`config.mk`:
```
export PLATFORM = sky130hd
export DESIGN_NAME = zbt_row_peak_scanner_flat
export DESIGN_NICKNAME = d
export VERILOG_FILES = /design/src/rtl/zbt_pkg.sv /design/src/rtl/zbt_row_peak_scanner_if.sv /design/src/rtl/zbt_row_peak_scanner_word_max.sv /design/src/rtl/zbt_row_peak_scanner.sv /design/src/flat_wrapper.sv
export SDC_FILE = /design/constraint.sdc
export NUM_CORES = 1
export LEC_CHECK = 0
export ABC_CLOCK_PERIOD_IN_PS = 5030
export CORE_UTILIZATION = 33
export DETAILED_ROUTE_END_ITERATION = 10
export DONT_BUFFER_PORTS = 1
export SETUP_SLACK_MARGIN = 0.2
export SLEW_MARGIN = 25
export SYNTH_ARGS = -nofsm -noshare
export SYNTH_HDL_FRONTEND = slang
export SYNTH_SLANG_ARGS = --single-unit
```
`constraint.sdc`:
```
create_clock -name clk -period 5.03 [get_ports clk]
set_input_delay 1.006 -clock clk [delete_from_list [all_inputs] [get_ports clk]]
set_output_delay 1.006 -clock clk [all_outputs]
set_load 0.05 [all_outputs]
```
`src/rtl/zbt_pkg.sv`:
```
// Constants, address packing and FSM states shared by the ZBT frame-buffer
// clients (capture controller and row peak scanner).
package zbt_pkg;

  localparam int ZBT_DATA_W   = 36;
  localparam int ZBT_ADDR_W   = 19;
  localparam int PIX_W        = 8;
  localparam int PIX_PER_WORD = 4;
  localparam int ROW_W        = 10;
  localparam int WORD_W       = 8;
  localparam int LANE_W       = 2;
  localparam int LANES_W      = PIX_W * PIX_PER_WORD;

  typedef enum logic [1:0] {
    IDLE,
    ISSUE,
    DRAIN,
    EMIT
  } scan_state_e;

  // Row in the upper field, word in the lower field, MSB unused.
  function automatic logic [ZBT_ADDR_W-1:0] zbt_pack_addr(
    input logic [ROW_W-1:0]  row,
    input logic [WORD_W-1:0] word
  );
    return {1'b0, row, word};
  endfunction

endpackage

```
`src/rtl/zbt_row_peak_scanner_if.sv`:
```
// ZBT read port plus row-result handshake; master = scanner, slave = memory/consumer side.
interface zbt_row_peak_scanner_if;

  logic [zbt_pkg::ZBT_ADDR_W-1:0] zbt_read_addr;
  logic                           zbt_read_req;
  logic [zbt_pkg::ZBT_DATA_W-1:0] zbt_read_data;
  logic                           out_valid;
  logic                           out_ready;
  logic [zbt_pkg::ROW_W-1:0]      out_row;
  logic [zbt_pkg::ROW_W-1:0]      out_col;
  logic [zbt_pkg::PIX_W-1:0]      out_peak;
  logic                           out_hit;

  modport master (
    output zbt_read_addr, zbt_read_req,
    output out_valid, out_row, out_col, out_peak, out_hit,
    input  zbt_read_data, out_ready
  );

  modport slave (
    input  zbt_read_addr, zbt_read_req,
    input  out_valid, out_row, out_col, out_peak, out_hit,
    output zbt_read_data, out_ready
  );

endinterface

```
`src/rtl/zbt_row_peak_scanner_word_max.sv`:
```
// Registered 4-lane max reduction of one ZBT word; lowest lane wins ties.
module zbt_word_max
  import zbt_pkg::*;
(
  input  logic               clk,
  input  logic               reset,
  input  logic               vld_p0,
  input  logic [WORD_W-1:0]  word_p0,
  input  logic [LANES_W-1:0] data_p0,
  output logic               vld_p1,
  output logic [WORD_W-1:0]  word_p1,
  output logic [PIX_W-1:0]   max_p1,
  output logic [LANE_W-1:0]  lane_p1
);

  function automatic logic [PIX_W+LANE_W-1:0] best_lane(input logic [LANES_W-1:0] d);
    logic [PIX_W-1:0]  m;
    logic [LANE_W-1:0] l;
    m = d[PIX_W-1:0];
    l = '0;
    for (int k = 1; k < PIX_PER_WORD; k++) begin
      if (d[k*PIX_W +: PIX_W] > m) begin
        m = d[k*PIX_W +: PIX_W];
        l = LANE_W'(k);
      end
    end
    return {m, l};
  endfunction

  logic               vld_d, vld_q;
  logic [WORD_W-1:0]  word_d, word_q;
  logic [PIX_W-1:0]   max_d, max_q;
  logic [LANE_W-1:0]  lane_d, lane_q;

  always_comb begin
    vld_d           = vld_p0;
    word_d          = word_p0;
    {max_d, lane_d} = best_lane(data_p0);
  end

  // p0 -> p1: only the valid bit is control, the rest is free-running data
  always_ff @(posedge clk) begin
    if (reset) begin
      vld_q <= 1'b0;
    end else begin
      vld_q <= vld_d;
    end
    word_q <= word_d;
    max_q  <= max_d;
    lane_q <= lane_d;
  end

  assign vld_p1  = vld_q;
  assign word_p1 = word_q;
  assign max_p1  = max_q;
  assign lane_p1 = lane_q;

endmodule

```
`src/rtl/zbt_row_peak_scanner.sv`:
```
// Reads the ZBT frame back row by row and reports each row's brightest column
// over a valid/ready handshake; backpressure only between rows.
module zbt_row_peak_scanner
  import zbt_pkg::*;
#(
  parameter int         ROWS   = 480,
  parameter int         WORDS  = 180,
  parameter int         RD_LAT = 2,
  parameter logic [7:0] THRESH = 8'd32
) (
  input  logic                   clk,
  input  logic                   reset,
  input  logic                   start,
  output logic                   busy,
  output logic                   frame_done,
  zbt_row_peak_scanner_if.master zif
);

  localparam logic [ROW_W-1:0]  LAST_ROW   = ROW_W'(ROWS - 1);
  localparam logic [WORD_W-1:0] LAST_WORD  = WORD_W'(WORDS - 1);
  localparam logic [2:0]        LAST_DRAIN = 3'(RD_LAT - 1);

  scan_state_e           state_d, state_q;
  logic [ROW_W-1:0]      row_d, row_q;
  logic [WORD_W-1:0]     word_d, word_q;
  logic [2:0]            drain_d, drain_q;
  logic [ZBT_ADDR_W-1:0] addr_d, addr_q;
  logic                  req_d, req_q;
  logic                  out_valid_d, out_valid_q;
  logic                  busy_d, busy_q;
  logic                  frame_done_d, frame_done_q;
  logic [PIX_W-1:0]      run_peak_d, run_peak_q;
  logic [ROW_W-1:0]      run_col_d, run_col_q;
  logic                  tag_vld_d [RD_LAT];
  logic                  tag_vld_q [RD_LAT];
  logic [WORD_W-1:0]     tag_word_d [RD_LAT];
  logic [WORD_W-1:0]     tag_word_q [RD_LAT];

  logic                  row_start;
  logic                  wm_vld;
  logic [WORD_W-1:0]     wm_word;
  logic [PIX_W-1:0]      wm_max;
  logic [LANE_W-1:0]     wm_lane;
  logic [PIX_W-1:0]      best_peak;
  logic [ROW_W-1:0]      best_col;
  logic [3:0]            unused_data_hi;

  assign unused_data_hi = zif.zbt_read_data[ZBT_DATA_W-1:LANES_W];

  // The reduction register is the last stage of read-latency alignment.
  zbt_word_max u_word_max (
    .clk     (clk),
    .reset   (reset),
    .vld_p0  (tag_vld_q[RD_LAT-1]),
    .word_p0 (tag_word_q[RD_LAT-1]),
    .data_p0 (zif.zbt_read_data[LANES_W-1:0]),
    .vld_p1  (wm_vld),
    .word_p1 (wm_word),
    .max_p1  (wm_max),
    .lane_p1 (wm_lane)
  );

  // Strictly-greater merge keeps the leftmost column on ties; the last word
  // of a row lands in the first EMIT cycle and is visible through this path.
  always_comb begin
    best_peak = run_peak_q;
    best_col  = run_col_q;
    if (wm_vld && (wm_max > run_peak_q)) begin
      best_peak = wm_max;
      best_col  = {wm_word, wm_lane};
    end
  end

  always_comb begin
    state_d      = state_q;
    row_d        = row_q;
    word_d       = word_q;
    drain_d      = drain_q;
    req_d        = req_q;
    out_valid_d  = out_valid_q;
    busy_d       = busy_q;
    frame_done_d = 1'b0;
    row_start    = 1'b0;
    unique case (state_q)
      IDLE: begin
        if (start) begin
          state_d   = ISSUE;
          row_d     = '0;
          word_d    = '0;
          req_d     = 1'b1;
          busy_d    = 1'b1;
          row_start = 1'b1;
        end
      end
      ISSUE: begin
        if (word_q == LAST_WORD) begin
          state_d = DRAIN;
          req_d   = 1'b0;
          drain_d = '0;
        end else begin
          word_d = word_q + 8'd1;
        end
      end
      DRAIN: begin
        if (drain_q == LAST_DRAIN) begin
          state_d     = EMIT;
          out_valid_d = 1'b1;
        end else begin
          drain_d = drain_q + 3'd1;
        end
      end
      EMIT: begin
        if (zif.out_ready) begin
          out_valid_d = 1'b0;
          row_start   = 1'b1;
          if (row_q == LAST_ROW) begin
            state_d      = IDLE;
            busy_d       = 1'b0;
            frame_done_d = 1'b1;
          end else begin
            state_d = ISSUE;
            row_d   = row_q + 10'd1;
            word_d  = '0;
            req_d   = 1'b1;
          end
        end
      end
      default: state_d = IDLE;
    endcase

    addr_d     = zbt_pack_addr(row_d, word_d);
    run_peak_d = row_start ? '0 : best_peak;
    run_col_d  = row_start ? '0 : best_col;

    tag_vld_d[0]  = req_q;
    tag_word_d[0] = word_q;
    for (int i = 1; i < RD_LAT; i++) begin
      tag_vld_d[i]  = tag_vld_q[i-1];
      tag_word_d[i] = tag_word_q[i-1];
    end
  end

  always_ff @(posedge clk) begin
    if (reset) begin
      state_q      <= IDLE;
      row_q        <= '0;
      word_q       <= '0;
      drain_q      <= '0;
      addr_q       <= '0;
      req_q        <= 1'b0;
      out_valid_q  <= 1'b0;
      busy_q       <= 1'b0;
      frame_done_q <= 1'b0;
      run_peak_q   <= '0;
      run_col_q    <= '0;
      for (int i = 0; i < RD_LAT; i++) tag_vld_q[i] <= 1'b0;
    end else begin
      state_q      <= state_d;
      row_q        <= row_d;
      word_q       <= word_d;
      drain_q      <= drain_d;
      addr_q       <= addr_d;
      req_q        <= req_d;
      out_valid_q  <= out_valid_d;
      busy_q       <= busy_d;
      frame_done_q <= frame_done_d;
      run_peak_q   <= run_peak_d;
      run_col_q    <= run_col_d;
      tag_vld_q    <= tag_vld_d;
    end
    tag_word_q <= tag_word_d;
  end

  assign zif.zbt_read_addr = addr_q;
  assign zif.zbt_read_req  = req_q;
  assign zif.out_valid     = out_valid_q;
  assign zif.out_row       = row_q;
  assign zif.out_col       = best_col;
  assign zif.out_peak      = best_peak;
  assign zif.out_hit       = (best_peak >= THRESH);
  assign busy              = busy_q;
  assign frame_done        = frame_done_q;

endmodule

```
`src/flat_wrapper.sv`:
```
// flat-port wrapper written by rule: the top's interface ports become plain ports
module zbt_row_peak_scanner_flat import zbt_pkg::*;
#(
  parameter int         ROWS   = 480,
  parameter int         WORDS  = 180,
  parameter int         RD_LAT = 2,
  parameter logic [7:0] THRESH = 8'd32
)
  (clk, reset, start, busy, frame_done, zif_zbt_read_addr, zif_zbt_read_req, zif_out_valid, zif_out_row, zif_out_col, zif_out_peak, zif_out_hit, zif_zbt_read_data, zif_out_ready);
  zbt_row_peak_scanner_if zif_i ();
  input  logic clk;
  input  logic reset;
  input  logic start;
  output logic busy;
  output logic frame_done;
  output wire logic [$bits(zif_i.zbt_read_addr)-1:0] zif_zbt_read_addr;
  output wire logic [$bits(zif_i.zbt_read_req)-1:0] zif_zbt_read_req;
  output wire logic [$bits(zif_i.out_valid)-1:0] zif_out_valid;
  output wire logic [$bits(zif_i.out_row)-1:0] zif_out_row;
  output wire logic [$bits(zif_i.out_col)-1:0] zif_out_col;
  output wire logic [$bits(zif_i.out_peak)-1:0] zif_out_peak;
  output wire logic [$bits(zif_i.out_hit)-1:0] zif_out_hit;
  input wire logic [$bits(zif_i.zbt_read_data)-1:0] zif_zbt_read_data;
  input wire logic [$bits(zif_i.out_ready)-1:0] zif_out_ready;
  assign zif_zbt_read_addr = zif_i.zbt_read_addr;
  assign zif_zbt_read_req = zif_i.zbt_read_req;
  assign zif_out_valid = zif_i.out_valid;
  assign zif_out_row = zif_i.out_row;
  assign zif_out_col = zif_i.out_col;
  assign zif_out_peak = zif_i.out_peak;
  assign zif_out_hit = zif_i.out_hit;
  assign zif_i.zbt_read_data = zif_zbt_read_data;
  assign zif_i.out_ready = zif_out_ready;
  zbt_row_peak_scanner #(.ROWS(ROWS), .WORDS(WORDS), .RD_LAT(RD_LAT), .THRESH(THRESH)) u_core (.clk(clk), .reset(reset), .start(start), .busy(busy), .frame_done(frame_done), .zif(zif_i));
endmodule
```
# After elaboration in Yosys (flattened, before gate mapping)
# Cells that the tools add are included.
[totals]
reg_bits = 101
in_bits = 40
[op_classes]
addsub = 3
magnitude_cmp = 5
eq_ne = 13
mux = 40
bitwise = 2
n_reduce_logical = 14
[ops]
columns = ["cell", "n"]
rows = [
  ["8-bit 2-to-1 mux", 8],
  ["10-bit 2-to-1 mux", 4],
  ["8-bit > comparator", 4],
  ["8-bit case mux with 3 select lines", 1],
  ["10-bit case mux with 2 select lines", 1],
  ["1-bit 2-to-1 mux", 14],
  ["10-bit by 1-bit adder with 10-bit output, second input constant", 1],
  ["10-bit by 9-bit equality test with 1-bit output, second input constant", 1],
  ["8-bit by 1-bit adder with 8-bit output, second input constant", 1],
  ["8-bit equality test, second input constant", 1],
  ["8-bit by 6-bit >= comparator with 1-bit output, second input constant", 1],
  ["2-bit 2-to-1 mux", 4],
  ["2-bit inequality test, second input constant", 4],
  ["2-bit case mux with 4 select lines", 1],
  ["4-bit AND reduction", 2],
  ["3-bit 2-to-1 mux", 2],
  ["2-bit by 1-bit inequality test with 1-bit output, second input constant", 3],
  ["1-bit case mux with 2 select lines", 3],
  ["3-bit case mux with 2 select lines", 1],
  ["3-bit AND reduction", 2],
  ["2-bit nonzero test", 3],
  ["5-bit AND reduction", 1],
  ["2-bit equality test, second input constant", 2],
  ["2-bit OR reduction", 2],
  ["9 further kinds", 10],
]

# Longest topological paths before layout
[depth]
depth_word = 6
mapped_depth = 25
mapped_depth_nobuf = 22

# Modules after synthesis
# A second synthesis with hierarchy kept.
[hier_totals]
cells_unflattened = 520
hier_area_um2 = 4615.7
[modules_own_cells]
columns = ["mod", "n_inst", "cells_each", "area_per_inst_um2", "seq_area_each_um2"]
rows = [
  ["zbt_row_peak_scanner", 1, 355, 3163.0, 1261.2],
  ["zbt_word_max", 1, 165, 1452.6, 380.4],
]

# Worst setup path before layout
# Ideal clock, no wire load.
[synth_timing]
path_type = "input to register"
startpoint = "in zif_zbt_read_data[1]"
endpoint = "reg u_core.u_word_max.max_q[6], in the netlist u_core.u_word_max.max_p1[6]"
t_arrival_ns = 4.882
t_required_ns = 4.899
path_slack_ns = 0.018
path_stages = 23
path_cell_list = "inv_1 ha_1 nor2b_1 o211ai_1 a21oi_1 o22ai_1 buf_4 mux2i_1 ha_1 a21oi_1 nor2_1 a211oi_1 o22a_1 buf_2 mux2_2 ha_1 nor2b_1 o211ai_1 a21oi_1 o22ai_2 clkbuf_1 and3_1 a211oi_1"
[synth_via]
elab_chain_len = 6
[synth_rtl]
columns = ["element", "line", "rtl"]
rows = [
  ["from (decl)", "flat_wrapper.sv:23", "input wire logic [$bits(zif_i.zbt_read_data)-1:0] zif_zbt_read_data;"],
  ["8-bit > comparator", "zbt_row_peak_scanner_word_max.sv:22", "if (d[k*PIX_W +: PIX_W] > m) begin"],
  ["8-bit 2-to-1 mux *", "zbt_row_peak_scanner_word_max.sv:22", ""],
  ["8-bit > comparator", "zbt_row_peak_scanner_word_max.sv:22", ""],
  ["8-bit 2-to-1 mux *", "zbt_row_peak_scanner_word_max.sv:22", ""],
  ["8-bit > comparator", "zbt_row_peak_scanner_word_max.sv:22", ""],
  ["8-bit 2-to-1 mux *", "zbt_row_peak_scanner_word_max.sv:22", ""],
  ["via u_core.u_word_max.max_d[6]", "zbt_row_peak_scanner_word_max.sv:32", "logic [PIX_W-1:0] max_d, max_q;"],
  ["to (signal assigned)", "zbt_row_peak_scanner_word_max.sv:49", "max_q <= max_d;"],
  ["to (decl)", "zbt_row_peak_scanner_word_max.sv:32", ""],
]
# Mark *: on every way through the listed nets, which the timed path passes. The rest lies on a longest branch.
# A chain may end at the register's enable or synchronous reset.

# Worst setup path after layout
[layout_timing]
startpoint = "in zif_zbt_read_data[1]"
endpoint = "reg u_core.u_word_max.max_q[0], in the netlist u_core.u_word_max.max_p1[0]"
# Same word-level chain as after synthesis.

==> reports/results.tsv <==
metric	value	unit
status	complete, no violations	
final WL	9.42	mm
core area	0.0127	sq mm
PwrDens	426	mW/mm^2
Post-Syn Instances	458	
Skew-Pair Late Insertion Delay	0.33	ns
Initial DRC Count	79	
Die Height	116	um
post-synth top area cell	dfxtp_1	
CTS tree	done	
startpoint types	input pin	
Synth top area share	38.1	%
synth unique cells	61	
most frequent cells in the layout	75 x dfxtp_1, 44 x nor2_1, 32 x inv_1, 32 x ha_1, 26 x a21oi_1	
Post-Synthesis Cell Area	0.00430	sq mm
Synth Area in Simple Gates	18.6	%
Starting Density	34.0	%
Global Route Usage Sum	13.8	%
top post-synthesis cells by area	dfxtp_1 38%, ha_1 12%, mux2_2 5.8%	
Final Hold Viols	0	
GR Overflow Total	0	
Flop pwr share	37.9	%
CP required	5.28	ns
Clock power frac	27.8	%
critical path arrival	4.96	ns
Clock Tree Buf Depth	2	
fin nets	540	
fin crit share	93.8	%
Syn-to-layout area delta	16.1	%
Post-Synth XOR/XNOR Area	1.22	%
WS Path Type	input pin to flip-flop	
# rows	41	
final core utilization	39.4	%
DRT antenna net count	0	
GPL Wtd Cong	0.841	
crit path max fanout	7	
# IOs	92	
Seq/Total Area, Yosys	38.1	%
maximum VDD drop	0.222	mV
Syn Nets	538	
LEAKAGE	2.06	nW
ys async rst share	0	%
Root Driver	clkbuf_16	
number of warning messages in the yosys log	0	
clk_skew	0.00763	ns
Synth Register Bits	82	
Rel. slew slack	27.5	%
vias per cell	4.96	
vias in the first global route	3025	
Post-Synth Adder-Cell Area	11.6	%
crit end category	flip-flop	
Hold WS	0.321	ns
RSZ-0062 raised after global routing	yes	
Wirelength per Cell	14.8	um
Die ar.	0.0135	sq mm
initial antenna violation count	0	
global-route wire length before repair	14.4	mm
# setup viols final	0	
CTS buffer count	9	
vias	3157	
Slew Limit Fails	0	
Net Sw Frac	35.0	%
port buffer count	0	
mux cell area share after synthesis	8.87	%
Post-synth EDFFs	0	
# Max-Cap Violations	0	
main combinational cell family by area after synthesis	simple AND/OR/NAND/NOR gates	
Slew @ Worst Pin	1.09	ns
ant diodes	0	
layout cells sized above 1	23.7	%
Synth Area in Compound Gates	13.4	%
largest net degree at the start of global routing	30	
clock sink count	82	
die width	116	um
H-tree depth	3	
Internal	1.38	mW
synthesized area per cell	9.40	sq um
Hold Path Class	flip-flop to flip-flop	
power share of the combinational group	34.2	%
first-pass detailed-route iteration total	4	
min cycle time layout	4.72	ns
hpwl dp	7.07	mm
DRC violations left	0	
commonest non-fill, non-tap cell in the layout	dfxtp_1	
fmax	0.212	GHz
top_reg_cell synth	dfxtp_1	
clock-pin transition on the worst setup and hold timing paths	0.06	ns
sw power	744	uW
[routing by layer]
| layer | wire length, um | vias up | share of wire, % | global-route usage, % |
|---|---|---|---|---|
| li1 | - | 1583 | - | - |
| met1 | 4040 | 1494 | 43 | 14.9 |
| met2 | 4620 | 63 | 49 | 24.1 |
| met3 | 565 | 17 | 6.0 | 5.19 |
| met4 | 191 | 0 | 2.0 | 5.90 |
| met5 | 0 | - | 0 | 0 |
[cell type report]
cell class | instances | area, sq um
multi-input combinational | 311 | 2550
inverter | 33 | 124
timing repair buffer | 23 | 189
clock inverter | 5 | 40.0
fill | 1272 | 7670
clock buffer | 11 | 233
tap | 172 | 215
sequential | 82 | 1650
[path summary, 6_finish.rpt]
| path | start | endpoint | slack [ns] | depth (start not counted) |
|---|---|---|---|---|
| setup / recovery | zif_zbt_read_data[1] | u_core.u_word_max.max_p1[0] | 0.31 | 23 |
| hold / removal | u_core.tag_word_d[2] | u_core.tag_word_q[2] | 0.32 | 0 |
| setup reg to reg | flip-flop | flip-flop | 2.15 | 6 |
| hold reg to reg | u_core.tag_word_d[2] | u_core.tag_word_q[2] | 0.32 | 0 |
[kinds of logic after synthesis]
logic type      count (synthesis)
simple gates                  143
compound gates                 86
flops                          82
buf+inv                        65
fa+ha+maj                      40
mux                            35
xor+xnor                        6
other cells                     1
[metrics by stage]
| stage | cells | instance area, sq um | TNS, ns | setup slack (ns) | power, mW |
|---|---|---|---|---|---|
| 6_report | 637 | 5000 | 0 | 0.312 | 2.13 |
| 5_1_grt | 637 | 5000 | 0 | 0.132 | 2.25 |
| 4_1_cts | 635 | 4750 | 0 | 0.230 | 2.08 |
| 3_5_place_dp | 617 | 4460 | -0.949 | -0.145 | 1.47 |
| 3_3_place_gp | 617 | 4450 | -0.274 | -0.0489 | 1.44 |
| 2_1_floorplan | 458 | 4330 | 0 | 0.209 | 1.32 |
[power by group through the flow]
stage / sequential, mW / clock [mW] / combinational (mW)
detailed placement: 0.821 / 0 / 0.650
global placement: 0.819 / 0 / 0.623
floorplan: 0.790 / 0 / 0.528
global route: 0.816 / 0.632 / 0.803
CTS: 0.807 / 0.616 / 0.657
finish: 0.806 / 0.592 / 0.728
[worst max-delay path, stage by stage]
cell      delay, ns
inv_2          0.04
ha_4           0.19
nor2b_1        0.12
o211ai_1       0.19
a21oi_1        0.09
o22ai_1        0.11
buf_4          0.21
mux2i_4        0.30
ha_4           0.24
a21oi_2        0.12
nor2_1         0.06
a211oi_2       0.24
o22a_1         0.24
buf_6          0.13
mux2_4         0.31
ha_4           0.27
nor2b_4        0.12
o211ai_1       0.12
a21oi_2        0.21
o22ai_4        0.11
buf_6          0.15
and3_1         0.18
a211oi_2       0.21
[timing repair]
action | in CTS | in global routing
setup buffers | 2 | 1
hold buffers | 0 | 0
cloned | 0 | 1
resized for setup | 0 | 39
pin swaps | 0 | 17
setup endpoints to repair | 2 | 9
[cell usage after synthesis (all sizes together), types with 2 or more instances]
cell type / n
o21ai: 14
and3: 11
o21bai: 2
nand2b: 4
buf: 26
or3: 3
nand2: 19
a22oi: 4
o22ai: 3
inv: 33
and2b: 10
dfxtp: 82
o21a: 4
nor4: 4
mux2i: 10
nand3: 5
nand3b: 6
a21o: 4
mux2: 25
xor2: 3
ha: 40
a211oi: 13
nand4: 9
clkbuf: 6
nor3: 2
or2: 2
nor2b: 19
o211ai: 5
xnor2: 3
a21oi: 28
nor2: 44
Note: power is estimated with default switching activity, not from simulation.
